<file path="config.mk">
export PLATFORM = sky130hd
export DESIGN_NAME = b_resp_router
export DESIGN_NICKNAME = d
export VERILOG_FILES = /design/src/rtl/b_resp_router.sv
export SDC_FILE = /design/constraint.sdc
export NUM_CORES = 1
export LEC_CHECK = 0
export ABC_AREA = 1
export BUFFER_PORTS_ARGS = -buffer_cell sky130_fd_sc_hd__buf_4
export CAP_MARGIN = 20
export CELL_PAD_IN_SITES_DETAIL_PLACEMENT = 1
export CELL_PAD_IN_SITES_GLOBAL_PLACEMENT = 1
export CORE_UTILIZATION = 34
export CTS_CLUSTER_DIAMETER = 200
export CTS_CLUSTER_SIZE = 16
export DETAILED_ROUTE_END_ITERATION = 8
export HOLD_SLACK_MARGIN = 0.12
export PLACE_DENSITY = 0.91
export SYNTH_ARGS = -nofsm -noshare
export SYNTH_HDL_FRONTEND = slang
export SYNTH_HIERARCHICAL = 1
export SYNTH_SLANG_ARGS = --single-unit
</file>
<file path="constraint.sdc">
create_clock -name ACLK -period 2.13 [get_ports ACLK]
set_input_delay 0.3195 -clock ACLK [delete_from_list [all_inputs] [get_ports ACLK]]
set_output_delay 0.3195 -clock ACLK [all_outputs]
set_load 0.05 [all_outputs]
</file>
<file path="src/rtl/b_resp_router.sv">
// b_resp_router: routes slave-side B FIFO fronts to master-side B ports.
// The upper BID bits pick the destination master. Each master runs its own
// round-robin slot. A front whose dest index has no master is dropped.

module b_resp_slot #(
  parameter int NUM_SRC  = 2,
  parameter int ID_WIDTH = 4
) (
  input  logic                               ACLK,
  input  logic                               ARESET,
  input  logic [NUM_SRC-1:0]                 cand,
  input  logic [NUM_SRC-1:0][ID_WIDTH-1:0]   src_id,
  input  logic [NUM_SRC-1:0][1:0]            src_resp,
  input  logic                               bready,
  output logic [NUM_SRC-1:0]                 grant,
  output logic                               bvalid,
  output logic [ID_WIDTH-1:0]                bid,
  output logic [1:0]                         bresp
);
  localparam int SRC_W = (NUM_SRC > 1) ? $clog2(NUM_SRC) : 1;

  typedef enum logic {S_EMPTY, S_FULL} state_t;

  state_t           state_q, state_d;
  logic [SRC_W-1:0] rr_q, sel, idx;
  logic             hit, load;

  // Round-robin search starting after the last winner, then the slot next state
  always_comb begin
    sel     = '0;
    idx     = '0;
    hit     = 1'b0;
    grant   = '0;
    load    = 1'b0;
    state_d = state_q;
    for (int k = 1; k <= NUM_SRC; k++) begin
      idx = SRC_W'((int'(rr_q) + k) % NUM_SRC);
      if (!hit && cand[idx]) begin
        hit = 1'b1;
        sel = idx;
      end
    end
    // A full slot frees up in the same cycle it is accepted, so there is no bubble
    load = hit && ((state_q == S_EMPTY) || bready);
    if (load) grant[sel] = 1'b1;
    case (state_q)
      S_EMPTY: if (load) state_d = S_FULL;
      S_FULL:  if (bready && !load) state_d = S_EMPTY;
      default: state_d = S_EMPTY;
    endcase
  end

  // Slot state register
  always_ff @(posedge ACLK) begin
    if (ARESET) state_q <= S_EMPTY;
    else        state_q <= state_d;
  end

  // Response payload and round-robin pointer; they change only when a response loads
  always_ff @(posedge ACLK) begin
    if (ARESET) begin
      rr_q  <= SRC_W'(NUM_SRC - 1);
      bid   <= '0;
      bresp <= '0;
    end else if (load) begin
      rr_q  <= sel;
      bid   <= src_id[sel];
      bresp <= src_resp[sel];
    end
  end

  assign bvalid = (state_q == S_FULL);
endmodule

module b_resp_router #(
  parameter  int NUM_SRC    = 2,
  parameter  int NUM_DST    = 2,
  parameter  int ID_WIDTH   = 4,
  localparam int MSEL_WIDTH = $clog2(NUM_DST),
  localparam int SID_WIDTH  = ID_WIDTH + MSEL_WIDTH
) (
  input  logic                           ACLK,
  input  logic                           ARESET,
  input  logic [NUM_SRC-1:0]             src_empty,
  input  logic [NUM_SRC*SID_WIDTH-1:0]   src_BID,
  input  logic [NUM_SRC*2-1:0]           src_BRESP,
  output logic [NUM_SRC-1:0]             src_pop,
  output logic [NUM_DST-1:0]             BVALID,
  input  logic [NUM_DST-1:0]             BREADY,
  output logic [NUM_DST*ID_WIDTH-1:0]    BID,
  output logic [NUM_DST*2-1:0]           BRESP,
  output logic                           drop_err
);
  logic [NUM_SRC-1:0][MSEL_WIDTH-1:0] dsel;
  logic [NUM_SRC-1:0][ID_WIDTH-1:0]   src_id;
  logic [NUM_SRC-1:0][1:0]            src_resp;
  logic [NUM_SRC-1:0]                 bad, drop_oh, pop_any;
  logic [NUM_DST-1:0][NUM_SRC-1:0]    cand, gnt;
  logic                               dropped;

  for (genvar i = 0; i < NUM_SRC; i++) begin : g_src
    assign dsel[i]     = src_BID[i*SID_WIDTH+ID_WIDTH +: MSEL_WIDTH];
    assign src_id[i]   = src_BID[i*SID_WIDTH +: ID_WIDTH];
    assign src_resp[i] = src_BRESP[i*2 +: 2];
    // Only reachable when NUM_DST is not a power of two
    assign bad[i]      = !src_empty[i] && (int'(dsel[i]) >= NUM_DST);
  end

  for (genvar d = 0; d < NUM_DST; d++) begin : g_dst
    for (genvar i = 0; i < NUM_SRC; i++) begin : g_cand
      assign cand[d][i] = !src_empty[i] && (dsel[i] == MSEL_WIDTH'(d));
    end

    b_resp_slot #(.NUM_SRC(NUM_SRC), .ID_WIDTH(ID_WIDTH)) u_slot (
      .ACLK     (ACLK),
      .ARESET   (ARESET),
      .cand     (cand[d]),
      .src_id   (src_id),
      .src_resp (src_resp),
      .bready   (BREADY[d]),
      .grant    (gnt[d]),
      .bvalid   (BVALID[d]),
      .bid      (BID[d*ID_WIDTH +: ID_WIDTH]),
      .bresp    (BRESP[d*2 +: 2])
    );
  end

  // Drop the lowest-index front that has no master, one per cycle
  always_comb begin
    drop_oh = '0;
    dropped = 1'b0;
    for (int i = 0; i < NUM_SRC; i++) begin
      if (!dropped && bad[i]) begin
        drop_oh[i] = 1'b1;
        dropped    = 1'b1;
      end
    end
  end

  // Each front targets a single master, so OR-ing the per-master grants never double-pops
  always_comb begin
    pop_any = '0;
    for (int d = 0; d < NUM_DST; d++) pop_any = pop_any | gnt[d];
  end

  assign src_pop  = ARESET ? '0 : (pop_any | drop_oh);
  assign drop_err = dropped && !ARESET;
endmodule

</file>
* Yosys cells after proc, flatten, opt, wreduce, memory -nomap -nowiden
Cells that the tools add are included.
Word-level totals: input bits 20, word-level logic and storage cells 82, output and inout bits 17, bits in registers 16
Cells by class: $add $sub $neg 4, reduce and logical (&&, ||, !) cells 20, bitwise logic cells 5, $lt $le $gt $ge 8, mux-type cells 37
Operators with widths (number):
- $mux 1 | 22
- $mux 4 | 4
- $mux 2 | 7
- $logic_and 1x1->1 | 12
- $lt 1x2->1 const B | 6
- $logic_not 1->1 | 6
- $add 1x1->1 const B | 4
- $not 1->1 | 4
- $pmux 1 s2 | 2
- $demux 1 s1 | 2
- $ge 1x1->1 const B | 2
- $logic_or 1x1->1 | 2
- $or 2x2->2 | 1

* Logic depth before layout (Yosys ltp)
word-level depth 15, gate-level depth with buffers 9, depth with buffers taken out 9

* Hierarchy
Netlist, hierarchy kept.
By module, submodules not included:
- b_resp_slot | times used 2, area each 430.4 sq um, sequential area each 160.2 sq um, cells an instance 60
- b_resp_router | times used 1, area each 53.8 sq um, sequential area each 0.0 sq um, cells an instance 12

* Least setup slack after synthesis
No wires, ideal clock.
kind input to output, start point input src_BID[4], end point output src_pop[0], setup slack 0.138 ns, path buffers 0, cell stages on the path 7, arrival time 1.672 ns, cells stage by stage nor2_1 > nand2_4 > nand2_4 > inv_1 > nor2_1 > nor2_1 > nor2_1
RTL lines:
- from (decl) | RTL line 85 | input logic [NUM_SRC*SID_WIDTH-1:0] src_BID,
- to (decl) | RTL line 87 | output logic [NUM_SRC-1:0] src_pop,

==> results.yml <==
sta:
  period_share: 0.874
  setup_tns_ns: 0
  skew_ns: 0.000622
  final-setup-viol-count: 0
  rsz0062_at_grt: "no"
  hold_viol: 0
  max_freq_mhz: 537
  min_period_ns: 1.86
  final_max_slew_viol_count: 0
floorplanning:
  dieWidth_um: 53.9
  dieArea_sq_um: 2900
  rows: 18
  start_util: 0.366
  io_pins: 37
  fp.dieH_um: 53.9
  core_area_sq_um: 2500
grt:
  antenna_found_initial: 0
  grt_pass1_vias: 1021
  grt_overflow: 0
  grt_use_total: 0.206
  grt_pass1_wl_mm: 4.30
  grt_max_degree: 19
power:
  p_per_area_nw_per_um2: 636
  vdd_drop_max_uv: 284
  p_leak_nw: 0.617
drt:
  drc: 0
  firstDrtPassIters: 4
  wl_met2_mm: 1.48
  routed_via_density: 4.93
  vias: 972
  wl_mm: 2.75
  highest_layer: "met4"
  ant_nets: 0
  first_iter_violations: 5
  wl_met1_mm: 1.16
  wl_per_cell_um: 13.9
  wl_met3_um: 66
clock_network:
  cts_max_level: 1
  cts-buffers-inserted: 3
  clk_pin_slew_worst_paths_ns: 0.09
  cts_buffer_depth: 2
  cts-hold-fix-buffers: 0
  cts_setup_buffers: 0
  cts.repair.resized: 0
  clock-root-buffer: "clkbuf_4"
  clkSinkCount: 16
  clock_latency_ns: 0.28
  cts_tree: "yes"
yosys:
  ys_ff_latch: 16
  synth_most_common_cell: "nand2_1"
  synth.distinct_cells: 15
  ys_async_sr_fraction: 0
  synth-edff-count: 0
  syn_avg_cell_area_sq_um: 6.93
  synth_fp_nets: 152
  seq_area_frac_synth: 0.350
  synth_area_leaders: "dfxtp_1, nand2_1, a21oi_2, nand3_1, nand2_4"
  synth_top_cell_area_share: 0.350
  syn_area_sq_um: 915
  synth_common_cells: "nand2_1, dfxtp_1, a21oi_2, nand3_1, nor2_1"
  synth_top_cell_by_area: "dfxtp_1"
  ys_warn_count: 6
  synth_top_flop_cell: "dfxtp_1"
  synthCells: 132
worst_setup_path:
  startpoint_type: "primary input"
  arrival_ns: 1.54
  slowest_stage: "nor2_2"
  worstPathCellList: "buf_4 -> nor2_2 -> nand2_4 -> inv_1 -> nand2_1 -> inv_1 -> nor2_1 -> nor2_1 -> buf_4"
  path_class: "in -> out"
  critPathBufInv: 4
  cp_data_required_time_ns: 1.81
  crit_family: "simple AND/OR/NAND/NOR gates"
  slowest_delay_ns: 0.40
  end_kind: "primary output"
  cp_max_fo: 9
cells_and_area:
  stdcell_area_sq_um: 1210
  fin_nets: 189
  drive_above_1_share: 0.371
  layout.cells.non_filler: 197
  antenna_cells: 0
  num-fill-cells: 349
  area_growth_pct: 32.8
place:
  gp_congestion: 0.797
  place_area_sq_um: 1190
  io_buffers: 35
  dp_hpwl_mm: 2.13
  place_inst: 194
outcome:
  status: "finished, final reports clean"
flow_run:
  drv_cap: 0
hold_path:
  hold_class: "in -> reg"
## final timing paths
kind | start | end | slack, ns | cells after the start
worst max-delay path | src_empty[1] | src_pop[1] | 0.27 | 9
worst min-delay path | ARESET | g_dst[0].u_slot/bid[2]$_SDFFE_PP0P_ | 0.38 | 2
worst max register to register | g_dst[1].u_slot/bvalid$_SDFF_PP0_ | g_dst[1].u_slot/bid[0]$_SDFFE_PP0P_ | 1.09 | 5
worst min register to register | g_dst[0].u_slot/bid[2]$_SDFFE_PP0P_ | g_dst[0].u_slot/bid[2]$_SDFFE_PP0P_ | 0.48 | 2
## final cells by class
type | instances | area (sq um) | area share
clock buffers | 3 | 22.5 | 0.0185
inverters | 10 | 37.5 | 0.0309
multi-input cells | 101 | 519 | 0.427
flip-flops and latches | 16 | 320 | 0.264
well taps | 30 | 37.5 | 0.0309
repair buffers | 37 | 278 | 0.229
## cells in the final DEF (no fill, tap or decap), types with 2 or more instances in the layout
cell      count
buf_4        37
inv_2         2
nand3_1      12
nand2_1      54
nor2_1       10
a21oi_2      12
inv_1         8
o21ai_4       2
dfxtp_1      16
clkbuf_4      3
nand2_4       4
nor2_2        2
a21oi_1       4
## routing by layer
metal,vias to the layer above,global-route usage
met5,-,0
met3,4,0.0226
met2,24,0.374
met1,463,0.241
met4,0,0.0833
li1,481,-
## report_power, final
group          internal, mW  switching, mW  total (mW)
registers             0.321         0.0134       0.335
logic                0.0927          0.186       0.279
clock network        0.0656         0.0936       0.159
total                 0.480          0.293       0.773
## state kept, by name, indices dropped and copies added, names as in the netlist
name	cells
g_dst.u_slot/bresp	4
g_dst.u_slot/rr_q	2
g_dst.u_slot/bvalid	2
g_dst.u_slot/bid	8
## through the flow
| stage | hold WS (ns) | utilization | setup slack (ns) | total power, mW |
|---|---|---|---|---|
| 2_1_floorplan | 0.494 | - | 0.138 | 0.529 |
| 3_3_place_gp | 0.470 | 0.477 | 0.372 | 0.607 |
| 3_5_place_dp | 0.469 | 0.477 | 0.288 | 0.619 |
| 4_1_cts | 0.367 | 0.486 | 0.280 | 0.779 |
| 5_1_grt | 0.374 | 0.486 | 0.209 | 0.814 |
| 6_report | 0.378 | 0.486 | 0.268 | 0.773 |
## cell families (layout without fill, tap and decap cells)
group                  count (synthesis)  in the layout  share of synthesized area
flip-flops                            16             16                      0.350
other                                  1              1                    0.00410
buffers and inverters                 15             50                     0.0821
AND/OR/NAND/NOR                       82             82                      0.391
AO/OA/AOI/OAI                         18             18                      0.172
(Power assumes the default switching activity.)
